--- config.mk ---
export PLATFORM = sky130hd
export DESIGN_NAME = painterengine_gpu_stream_buffer
export DESIGN_NICKNAME = d
export VERILOG_FILES = /design/src/rtl/painterengine_gpu_stream_buffer_pkg.sv /design/src/rtl/painterengine_gpu_stream_buffer_sync_fifo.sv /design/src/rtl/painterengine_gpu_stream_buffer.sv
export SDC_FILE = /design/constraint.sdc
export NUM_CORES = 1
export LEC_CHECK = 0
export CORE_MARGIN = 3
export CORE_UTILIZATION = 40
export CTS_CLUSTER_SIZE = 12
export DETAILED_ROUTE_END_ITERATION = 12
export GPL_TIMING_DRIVEN = 1
export PLACE_DENSITY_LB_ADDON = 0.15
export SLEW_MARGIN = 10
export SYNTH_ARGS = -nofsm -noshare
export SYNTH_HDL_FRONTEND = slang
export SYNTH_SLANG_ARGS = --single-unit
--- constraint.sdc ---
create_clock -name i_wire_clock -period 6 [get_ports i_wire_clock]
set_input_delay 1.5 -clock i_wire_clock [delete_from_list [all_inputs] [get_ports i_wire_clock]]
set_output_delay 1.5 -clock i_wire_clock [all_outputs]
set_load 0.01 [all_outputs]
--- src/rtl/painterengine_gpu_stream_buffer_pkg.sv ---
// Shared definitions for the GPU stream buffer.
// FSM state codes used by the top level and its bench.
package painterengine_gpu_stream_buffer_pkg;

  typedef enum logic [1:0] {
    ST_IDLE  = 2'b00,
    ST_RUN   = 2'b01,
    ST_DONE  = 2'b10,
    ST_ERROR = 2'b11
  } sb_state_t;

  localparam int unsigned SB_LEN_W = 32;

endpackage

--- src/rtl/painterengine_gpu_stream_buffer_sync_fifo.sv ---
// Synchronous FIFO: inferred dual-port RAM plus registered FWFT head.
// Ports: push/data_i in, pop/data_o/valid_o out, flush, level/full/empty.
module painterengine_gpu_sync_fifo
  import painterengine_gpu_stream_buffer_pkg::*;
#(
  parameter int DEPTH_LOG2 = 4,
  parameter int DATA_W     = 32
) (
  input  logic              clk_i,
  input  logic              rst_ni,
  input  logic              flush_i,
  input  logic              push_i,
  input  logic [DATA_W-1:0] data_i,
  input  logic              pop_i,
  output logic [DATA_W-1:0] data_o,
  output logic              valid_o,
  output logic [DEPTH_LOG2:0] level_o,
  output logic              full_o,
  output logic              empty_o
);

  localparam int DEPTH = 1 << DEPTH_LOG2;
  localparam logic [DEPTH_LOG2:0] FULL_LVL =
    (DEPTH_LOG2+1)'(DEPTH);

  logic [DATA_W-1:0]     mem_q [DEPTH];
  logic [DEPTH_LOG2-1:0] wr_ptr_q, wr_ptr_d;
  logic [DEPTH_LOG2-1:0] rd_ptr_q, rd_ptr_d;
  logic [DEPTH_LOG2:0]   ram_cnt_q, ram_cnt_d;
  logic [DATA_W-1:0]     head_q, head_d;
  logic                  hvld_q, hvld_d;
  logic                  load;

  // Refill the head whenever it is free or leaving this cycle.
  assign load = (ram_cnt_q != '0) & (~hvld_q | pop_i);

  always_comb begin
    wr_ptr_d  = wr_ptr_q;
    rd_ptr_d  = rd_ptr_q;
    ram_cnt_d = ram_cnt_q;
    head_d    = head_q;
    hvld_d    = hvld_q;
    if (flush_i) begin
      wr_ptr_d  = '0;
      rd_ptr_d  = '0;
      ram_cnt_d = '0;
      hvld_d    = 1'b0;
    end else begin
      if (push_i) wr_ptr_d = wr_ptr_q + 1'b1;
      if (load) begin
        head_d   = mem_q[rd_ptr_q];
        rd_ptr_d = rd_ptr_q + 1'b1;
        hvld_d   = 1'b1;
      end else if (pop_i) begin
        hvld_d = 1'b0;
      end
      ram_cnt_d = ram_cnt_q
                + {{DEPTH_LOG2{1'b0}}, push_i}
                - {{DEPTH_LOG2{1'b0}}, load};
    end
  end

  always_ff @(posedge clk_i) begin
    if (push_i) mem_q[wr_ptr_q] <= data_i;
  end

  always_ff @(posedge clk_i or negedge rst_ni) begin
    if (!rst_ni) begin
      wr_ptr_q  <= '0;
      rd_ptr_q  <= '0;
      ram_cnt_q <= '0;
      head_q    <= '0;
      hvld_q    <= 1'b0;
    end else begin
      wr_ptr_q  <= wr_ptr_d;
      rd_ptr_q  <= rd_ptr_d;
      ram_cnt_q <= ram_cnt_d;
      head_q    <= head_d;
      hvld_q    <= hvld_d;
    end
  end

  assign data_o  = head_q;
  assign valid_o = hvld_q;
  assign level_o = ram_cnt_q
                 + {{DEPTH_LOG2{1'b0}}, hvld_q};
  assign full_o  = (level_o == FULL_LVL);
  // No word is presented at the head.
  assign empty_o = ~hvld_q;

endmodule

--- src/rtl/painterengine_gpu_stream_buffer.sv ---
// Elastic buffer after one DMA reader channel; counts words, flags done/error.
// Ports: reader in (data/valid/next), consumer out, start/length, status.
module painterengine_gpu_stream_buffer
  import painterengine_gpu_stream_buffer_pkg::*;
#(
  parameter int DEPTH_LOG2 = 4,
  parameter int DATA_W     = 32
) (
  input  logic                  i_wire_clock,
  input  logic                  i_wire_resetn,
  input  logic                  i_wire_start,
  input  logic [31:0]           i_wire_length,
  input  logic                  i_wire_upstream_error,
  input  logic [DATA_W-1:0]     i_wire_data,
  input  logic                  i_wire_data_valid,
  output logic                  o_wire_data_next,
  output logic [DATA_W-1:0]     o_wire_data,
  output logic                  o_wire_data_valid,
  input  logic                  i_wire_data_next,
  output logic [DEPTH_LOG2:0]   o_wire_level,
  output logic                  o_wire_busy,
  output logic                  o_wire_done,
  output logic                  o_wire_error
);

  sb_state_t             state_q, state_d;
  logic [SB_LEN_W-1:0]   len_q, in_cnt_q, out_cnt_q;
  logic                  start_ok, push, pop, last;
  logic                  flush, fifo_full, fifo_empty;

  assign start_ok = i_wire_start & (state_q != ST_RUN);
  assign push     = i_wire_data_valid & o_wire_data_next;
  assign pop      = o_wire_data_valid & i_wire_data_next;
  assign last     = (out_cnt_q + SB_LEN_W'(pop)) == len_q;

  // Ready depends on registered state only, never on either valid.
  assign o_wire_data_next = (state_q == ST_RUN)
                          & (in_cnt_q < len_q)
                          & ~fifo_full;

  always_comb begin
    state_d = state_q;
    flush   = 1'b0;
    unique case (state_q)
      ST_RUN: begin
        if (last) begin
          state_d = ST_DONE;
        end else if (i_wire_upstream_error) begin
          state_d = ST_ERROR;
          flush   = 1'b1;
        end
      end
      default: begin
        if (i_wire_start) begin
          flush   = 1'b1;
          state_d = (i_wire_length == '0) ? ST_ERROR
                                          : ST_RUN;
        end
      end
    endcase
  end

  always_ff @(posedge i_wire_clock or negedge i_wire_resetn) begin
    if (!i_wire_resetn) begin
      state_q   <= ST_IDLE;
      len_q     <= '0;
      in_cnt_q  <= '0;
      out_cnt_q <= '0;
    end else begin
      state_q <= state_d;
      if (start_ok) begin
        len_q     <= i_wire_length;
        in_cnt_q  <= '0;
        out_cnt_q <= '0;
      end else begin
        in_cnt_q  <= in_cnt_q + SB_LEN_W'(push);
        out_cnt_q <= out_cnt_q + SB_LEN_W'(pop);
      end
    end
  end

  painterengine_gpu_sync_fifo #(
    .DEPTH_LOG2 (DEPTH_LOG2),
    .DATA_W     (DATA_W)
  ) u_fifo (
    .clk_i   (i_wire_clock),
    .rst_ni  (i_wire_resetn),
    .flush_i (flush),
    .push_i  (push),
    .data_i  (i_wire_data),
    .pop_i   (pop),
    .data_o  (o_wire_data),
    .valid_o (o_wire_data_valid),
    .level_o (o_wire_level),
    .full_o  (fifo_full),
    .empty_o (fifo_empty)
  );

  assign o_wire_busy  = (state_q == ST_RUN);
  assign o_wire_done  = (state_q == ST_DONE);
  // Outside RUN the head is always drained or flushed.
  assign o_wire_error = (state_q == ST_ERROR)
                      & fifo_empty;

endmodule

Word level (Yosys, flattened, before mapping). Memories as Yosys holds them, arrays and structs flattened. A register that Yosys moved wholly into a read port is not among the register bits. Index checks and enable logic that the tools add are counted.

Add/sub/neg operators: 7. Magnitude comparators: 1. Eq/ne operators: 7. Muxes and demuxes: 21. Bitwise logic cells: 11. Reductions and logical operators: 9.

Operator list (count): adder 32 x 1 -> 32 bit (2); 2-to-1 mux 32 bit (2); == test 32 bit (1); logical NOT 32 bit (1); less-than comparator 32 bit (1); 2-to-1 mux 4 bit (4); adder 5 x 1 -> 5 bit (2); 2-to-1 mux 2 bit (5); 2-to-1 mux 1 bit (9); adder 4 x 1 -> 4 bit, second input constant (2); bitwise AND 1 bit (7); nonzero test 2 bit (3); == test 5 bit, second input constant (1); 2-to-1 mux 5 bit (1); nonzero test 5 bit (1); subtractor 5 x 1 -> 5 bit (1); == test 2 bit, second input constant (2); AND reduction 2 bit (2); inequality test 3 x 2 -> 1 bit, second input constant (1); NOT 1 bit (3); nonzero test 3 bit (1); == test 2 x 1 -> 1 bit, second input constant (1); inequality test 2 x 1 -> 1 bit, second input constant (1); logical NOT 1 bit (1); OR 1 bit (1).

Register bits: 112. RAM bits: 512. Word-level logic and storage cells: 65. Memories kept: 1.

Memory list: u_fifo.mem_q (words 16, bits a word 32, rd ports 1, clocked after memory_dff 1, wr ports 1, RTL line painterengine_gpu_stream_buffer_sync_fifo.sv:26) `logic [DATA_W-1:0] mem_q [DEPTH];`.

Longest topological paths before layout.
Depth in word-level cells: 8. Mapped depth: 19.

Cells and area by module. From an unflattened synthesis, not the netlist that was laid out.

Cells, all modules: 1644. Area, all modules: 27535.2 sq um.

By module, submodules not included: painterengine_gpu_sync_fifo (instances 1, cells each 968, area an instance 21503.1 sq um); painterengine_gpu_stream_buffer (instances 1, cells each 676, area an instance 6032.0 sq um).

Least setup slack after synthesis. Ideal clock, no wire load.

Path kind: reg2reg. Start: register u_fifo.hvld_q, in the netlist u_fifo.valid_o. End: memory u_fifo.mem_q[11][0] (enable). Setup time: 0.502 ns. Arrival: 5.205 ns. Required time: 5.498 ns. Setup slack: 0.293 ns. Stages on the path, launching flop included: 9. Path buffers: 1. Clock period less this slack: 5.707 ns. Cell sequence: dfrtp_1 > ha_1 > ha_1 > xor2_1 > nor4_1 > a2111oi_0 > nand4_1 > clkbuf_1 > nor4_1.

Word-level cells in the longest chain between the ends: 7.

Ends and longest elaborated chain: start, declared (RTL line painterengine_gpu_stream_buffer_sync_fifo.sv:31) `logic hvld_q, hvld_d;`; start signal, assigned (RTL line painterengine_gpu_stream_buffer_sync_fifo.sv:79) `hvld_q <= hvld_d;`; adder 5 x 1 -> 5 bit (RTL line painterengine_gpu_stream_buffer_sync_fifo.sv:86) `+ {{DEPTH_LOG2{1'b0}}, hvld_q};`; net o_wire_level[2] (RTL line painterengine_gpu_stream_buffer.sv:20) `output logic [DEPTH_LOG2:0] o_wire_level,`; == test 5 bit (RTL line painterengine_gpu_stream_buffer_sync_fifo.sv:87) `assign full_o = (level_o == FULL_LVL);`; NOT 1 bit (RTL line painterengine_gpu_stream_buffer.sv:39) `& ~fifo_full;`; bitwise AND 1 bit (RTL line painterengine_gpu_stream_buffer.sv:39); bitwise AND 1 bit (RTL line painterengine_gpu_stream_buffer.sv:32) `assign push = i_wire_data_valid & o_wire_data_next;`; 2-to-1 mux 1 bit (RTL line painterengine_gpu_stream_buffer_sync_fifo.sv:64) `if (push_i) mem_q[wr_ptr_q] <= data_i;`; 2-to-1 mux 1 bit (implied by the code) (RTL line painterengine_gpu_stream_buffer_sync_fifo.sv:64); end, declared (RTL line painterengine_gpu_stream_buffer_sync_fifo.sv:26).

The timed path passes the listed nets, and every way through them passes these cells.

Final worst setup path.
Start: input port i_wire_data_next. End: register u_fifo.head_q[29], in the netlist u_fifo.data_o[29], read port of u_fifo.mem_q.

Word-level cells in the longest chain between the ends: 7. Elaborated cells between the ends (all ways): 9.

Ends and longest elaborated chain: start, declared (RTL line painterengine_gpu_stream_buffer.sv:19) `input logic i_wire_data_next,`; bitwise AND 1 bit * (RTL line painterengine_gpu_stream_buffer.sv:33) `assign pop = o_wire_data_valid & i_wire_data_next;`; adder 32 x 1 -> 32 bit (RTL line painterengine_gpu_stream_buffer.sv:34) `assign last = (out_cnt_q + SB_LEN_W'(pop)) == len_q;`; == test 32 bit (RTL line painterengine_gpu_stream_buffer.sv:34); 2-to-1 mux 1 bit (RTL line painterengine_gpu_stream_buffer.sv:46) `if (last) begin`; 2-to-1 mux 1 bit (RTL line painterengine_gpu_stream_buffer.sv:44) `unique case (state_q)`; NOT 1 bit (no line); AND reduction 2 bit (no line) *; end, declared (RTL line painterengine_gpu_stream_buffer_sync_fifo.sv:30) `logic [DATA_W-1:0] head_q, head_d;`.

Mark *: on every way between the ends. The rest lies on a longest branch, timed or not. A chain may end at the register's enable or synchronous reset.

==> Flow_metrics.wiki <==
{| class="wikitable"
! Metric !! Value
|-
| Result of the run || finished, final reports clean
|-
| Post-synthesis share of cell area spent on full adders, half adders and majority gates || 2.259%
|-
| Fin area || 0.03323 mm2
|-
| Transition time at the pin with the least slew margin || 1170 ps
|-
| Number of global-route vias before repair || 17334
|-
| Final routed DRC violation total || 0
|-
| Leakage dissipation || 11.65 nW
|-
| Critical path required time || 6480 ps
|-
| Basic-gate share of the synthesized area counting and, or, nand and nor cells || 8.230%
|-
| Global-route total usage across every layer || 20.57%
|-
| Diode count || 0
|-
| Count of vias placed by the detailed router || 16987
|-
| Sequential element share of the synthesized area || 66.40%
|-
| Crit start category || input port
|-
| Share of post-route cells with drive strength above 1 || 14.77%
|-
| Worst-Skew Late Latency || 630 ps
|-
| Net count after synthesis || 1964
|-
| Final-layout worst hold slack || 552.2 ps
|-
| Headroom to the max-slew limit || 21.94%
|-
| Root cell of the clock tree || sky130_fd_sc_hd__clkbuf_16
|-
| Shortest period the worst path allows || 5289 ps
|-
| Max-slew violations || 0
|-
| Synth-to-layout area growth || 16.26%
|-
| Antenna-violating nets left || 0
|-
| Multi-input gate area in the final layout || 0.009067 mm2
|-
| Via-to-Cell Ratio || 5.731
|-
| Most used flip-flop cell after synthesis || sky130_fd_sc_hd__edfxtp_1
|-
| DRC marker count from the first detailed-route iteration || 1815
|-
| Worst hold path class || reg2reg
|-
| Initial standard-cell utilization of the core || 40.60%
|-
| Yosys warning total || 0
|-
| First-pass GRT wire length || 113.6 mm
|-
| Average wire per cell in the routed design || 25.76 um
|-
| Hold-fix buffers at CTS || 0
|-
| Sum of met3 wire segment lengths after detailed routing || 4.821 mm
|-
| CTS-repair resized insts || 0
|-
| Library cell occupying the most area in the post-synthesis netlist || sky130_fd_sc_hd__edfxtp_1
|-
| Critical path data arrival time || 5770 ps
|-
| CTS sink cnt || 656
|-
| Instance count of the mapped netlist || 1843
|-
| Total setup violations reported at the end of the flow || 0
|-
| MaxCap Viol Count || 0
|-
| Syn Area/Cell || 15.51 um2
|-
| Setup CP Type || in2reg
|-
| CP peak stage delay || 870 ps
|-
| Post-Synthesis Cell Area || 0.02858 mm2
|-
| TritonCTS Buffers || 73
|-
| Critical path cell sequence || clkdlybuf4s50_1 > and2_1 > ha_1 > ha_1 > nand4_1 > nor4_2 > a211oi_1 > or3b_1 > a2111o_1 > or4_4 > o21ai_0 > o211ai_1
|-
| Clock tree from TritonCTS || yes
|-
| Clock slew at the register clock pins of the worst setup and hold paths || 60 ps
|-
| # Post-CTS Setup Buffers || 0
|-
| Power, Total || 13.09 mW
|-
| Top layer in use || met5
|-
| Share of the cycle needed by the critical path after routing || 88.16%
|-
| Count of input and output buffers || 111
|-
| Die Width || 273.3 um
|-
| Dominant combinational cell family by area after synthesis || multiplexers
|-
| Cell row count || 97
|-
| Peak supply drop || 0.0002775 V
|-
| Area of the die || 0.07470 mm2
|-
| Number of filler cells placed in the layout || 6088
|-
| Met2 wirelength from detailed routing || 36.47 mm
|-
| XOR/XNOR share of the synthesized area || 3.231%
|-
| Final Hold Violating Endpoints || 0
|-
| Cell types with the largest area share after synthesis || sky130_fd_sc_hd__edfxtp_1, sky130_fd_sc_hd__dfrtp_1, sky130_fd_sc_hd__mux4_2
|-
| Non-filler instance count after layout || 2964
|-
| Unrepaired setup endpoints after global routing || no
|-
| I/O pin count || 112
|-
| Setup slack, reg-to-reg || 980 ps
|-
| Final Net Count || 2092
|-
| FF/Latch Area || 0.01899 mm2
|-
| Y dimension of the die || 273.3 um
|-
| Unique cell type count in the Yosys netlist || 72
|-
| Number of placed instances with taps included || 2836
|-
| Number of antenna violations at the first check in global routing || 2
|-
| Mux cell area share after synthesis || 11.61%
|-
| Most used cell, CP || sky130_fd_sc_hd__ha_1
|-
| Maximum number of pins on one net before global-route repair || 102
|-
| Overall routed net length || 76.34 mm
|-
| Critical Path Fanout Max || 32
|-
| Post-synthesis compound-gate area fraction || 6.116%
|-
| Sum of routed wire segments on met1 || 32.77 mm
|-
| Area share of the largest cell type after synthesis || 53.79%
|-
| Power Dens Cells || 393.8 mW/mm2
|-
| Post-Route Setup TNS || 0 ps
|-
| Total grt overflow || 0
|-
| Number of register bits inferred by synthesis || 656
|-
| Count of flip-flops with a built-in enable after synthesis || 512
|-
| HPWL after DPL || 45.56 mm
|-
| Highest clock rate || 189.1 MHz
|-
| Cell area after placement || 0.03091 mm2
|-
| Core Footprint || 0.07039 mm2
|-
| Nature of the critical path endpoint || register
|-
| Placer Congestion || 0.8459
|-
| Bufs on Longest Clock Path || 3
|-
| Slowest cell on the critical path || sky130_fd_sc_hd__nor4_2
|-
| Clock Skews || 19.53 ps
|-
| CTS H-tree lvls || 3
|-
| Synth async-reset ratio || 21.95%
|-
| Pre-Repair DR Iteration Count || 6
|}
state kept, by name, indices dropped and copies added, names as in the netlist:
register and count:
u_fifo.ram_cnt_q 5, u_fifo.valid_o 1, u_fifo.data_o 32, in_cnt_q 32
u_fifo.mem_q 512, u_fifo.wr_ptr_q 4, state_q 2, len_q 32
u_fifo.rd_ptr_q 4, out_cnt_q 32
where the power goes:
part           internal [mW]  switching (mW)  leakage [nW]
registers               5.20           0.407          6.46
logic                   1.50            1.62          4.08
clock network           2.54            1.83          1.12
total                   9.24            3.85          11.7
cell usage in the layout (no fill, tap or decap), drive strengths merged, types with 37 or more instances in the layout:
cell type,count
xor2,37
edfxtp,512
nor2,102
nand3,73
clkdlybuf4s50,109
mux2i,65
inv,54
o21ai,88
dfrtp,144
buf,49
mux4,118
and3,58
xnor2,53
clkbuf,106
nand2,88
ha,50
worst paths after layout:
kind,from,endpoint,cells after the start
max,i_wire_data_next,u_fifo.data_o[29],12
min reg2reg,in_cnt_q[31],in_cnt_q[31],2
min in group asynchronous,i_wire_resetn,in_cnt_q[20],1
max reg2reg,u_fifo.valid_o,in_cnt_q[31],18
max in group asynchronous,i_wire_resetn,in_cnt_q[1],2
min,in_cnt_q[31],in_cnt_q[31],2
critical path, delay by kind of cell:
| family | cells | cell delay (ps) |
|---|---|---|
| fa+ha+maj | 2 | 430 |
| buf+inv | 1 | 470 |
| simple gates | 5 | 2340 |
| compound gates | 4 | 1000 |
synthesized netlist by cell type (all sizes together), types with 20 or more instances:
cell,instances
a222oi,32
ha,50
inv,50
xor2,37
nand2,88
mux4,118
dfrtp,144
xnor2,53
clkbuf,79
buf,26
nand3,73
and2,23
nor2,102
a21oi,20
a221oi,28
mux2i,65
edfxtp,512
o21ai,88
and3,58
nand4,25
nor4,22
area by class of cell:
| class | instances | area share (%) |
|---|---|---|
| clock buffer | 106 | 6.089 |
| clock inverter | 22 | 0.8999 |
| inverter | 51 | 0.5761 |
| multi-input combinational | 1031 | 27.29 |
| sequential | 656 | 57.14 |
| tap | 940 | 3.539 |
| timing repair buffer | 158 | 4.469 |
stage by stage:
stage | utilization, % | setup WS, ps
CTS | 47.21 | 713.1
global route | 47.21 | 483.7
finish | 47.21 | 710.6
global placement | 43.91 | 245.1
detailed placement | 43.91 | 145.9
floorplan | - | 293.0
per-layer routing:
metal  GRT usage [%]  vias up
met1           27.94     8726
met2           33.43      607
met3           4.216      140
met5               0        -
met4           6.320        2
li1                -     7512
logic make-up after synthesis:
logic type,after synthesis
mux,184
buf+inv,156
compound gates,248
simple gates,452
fa+ha+maj,51
flops,656
xor+xnor,96
(Power assumes the default switching activity.)
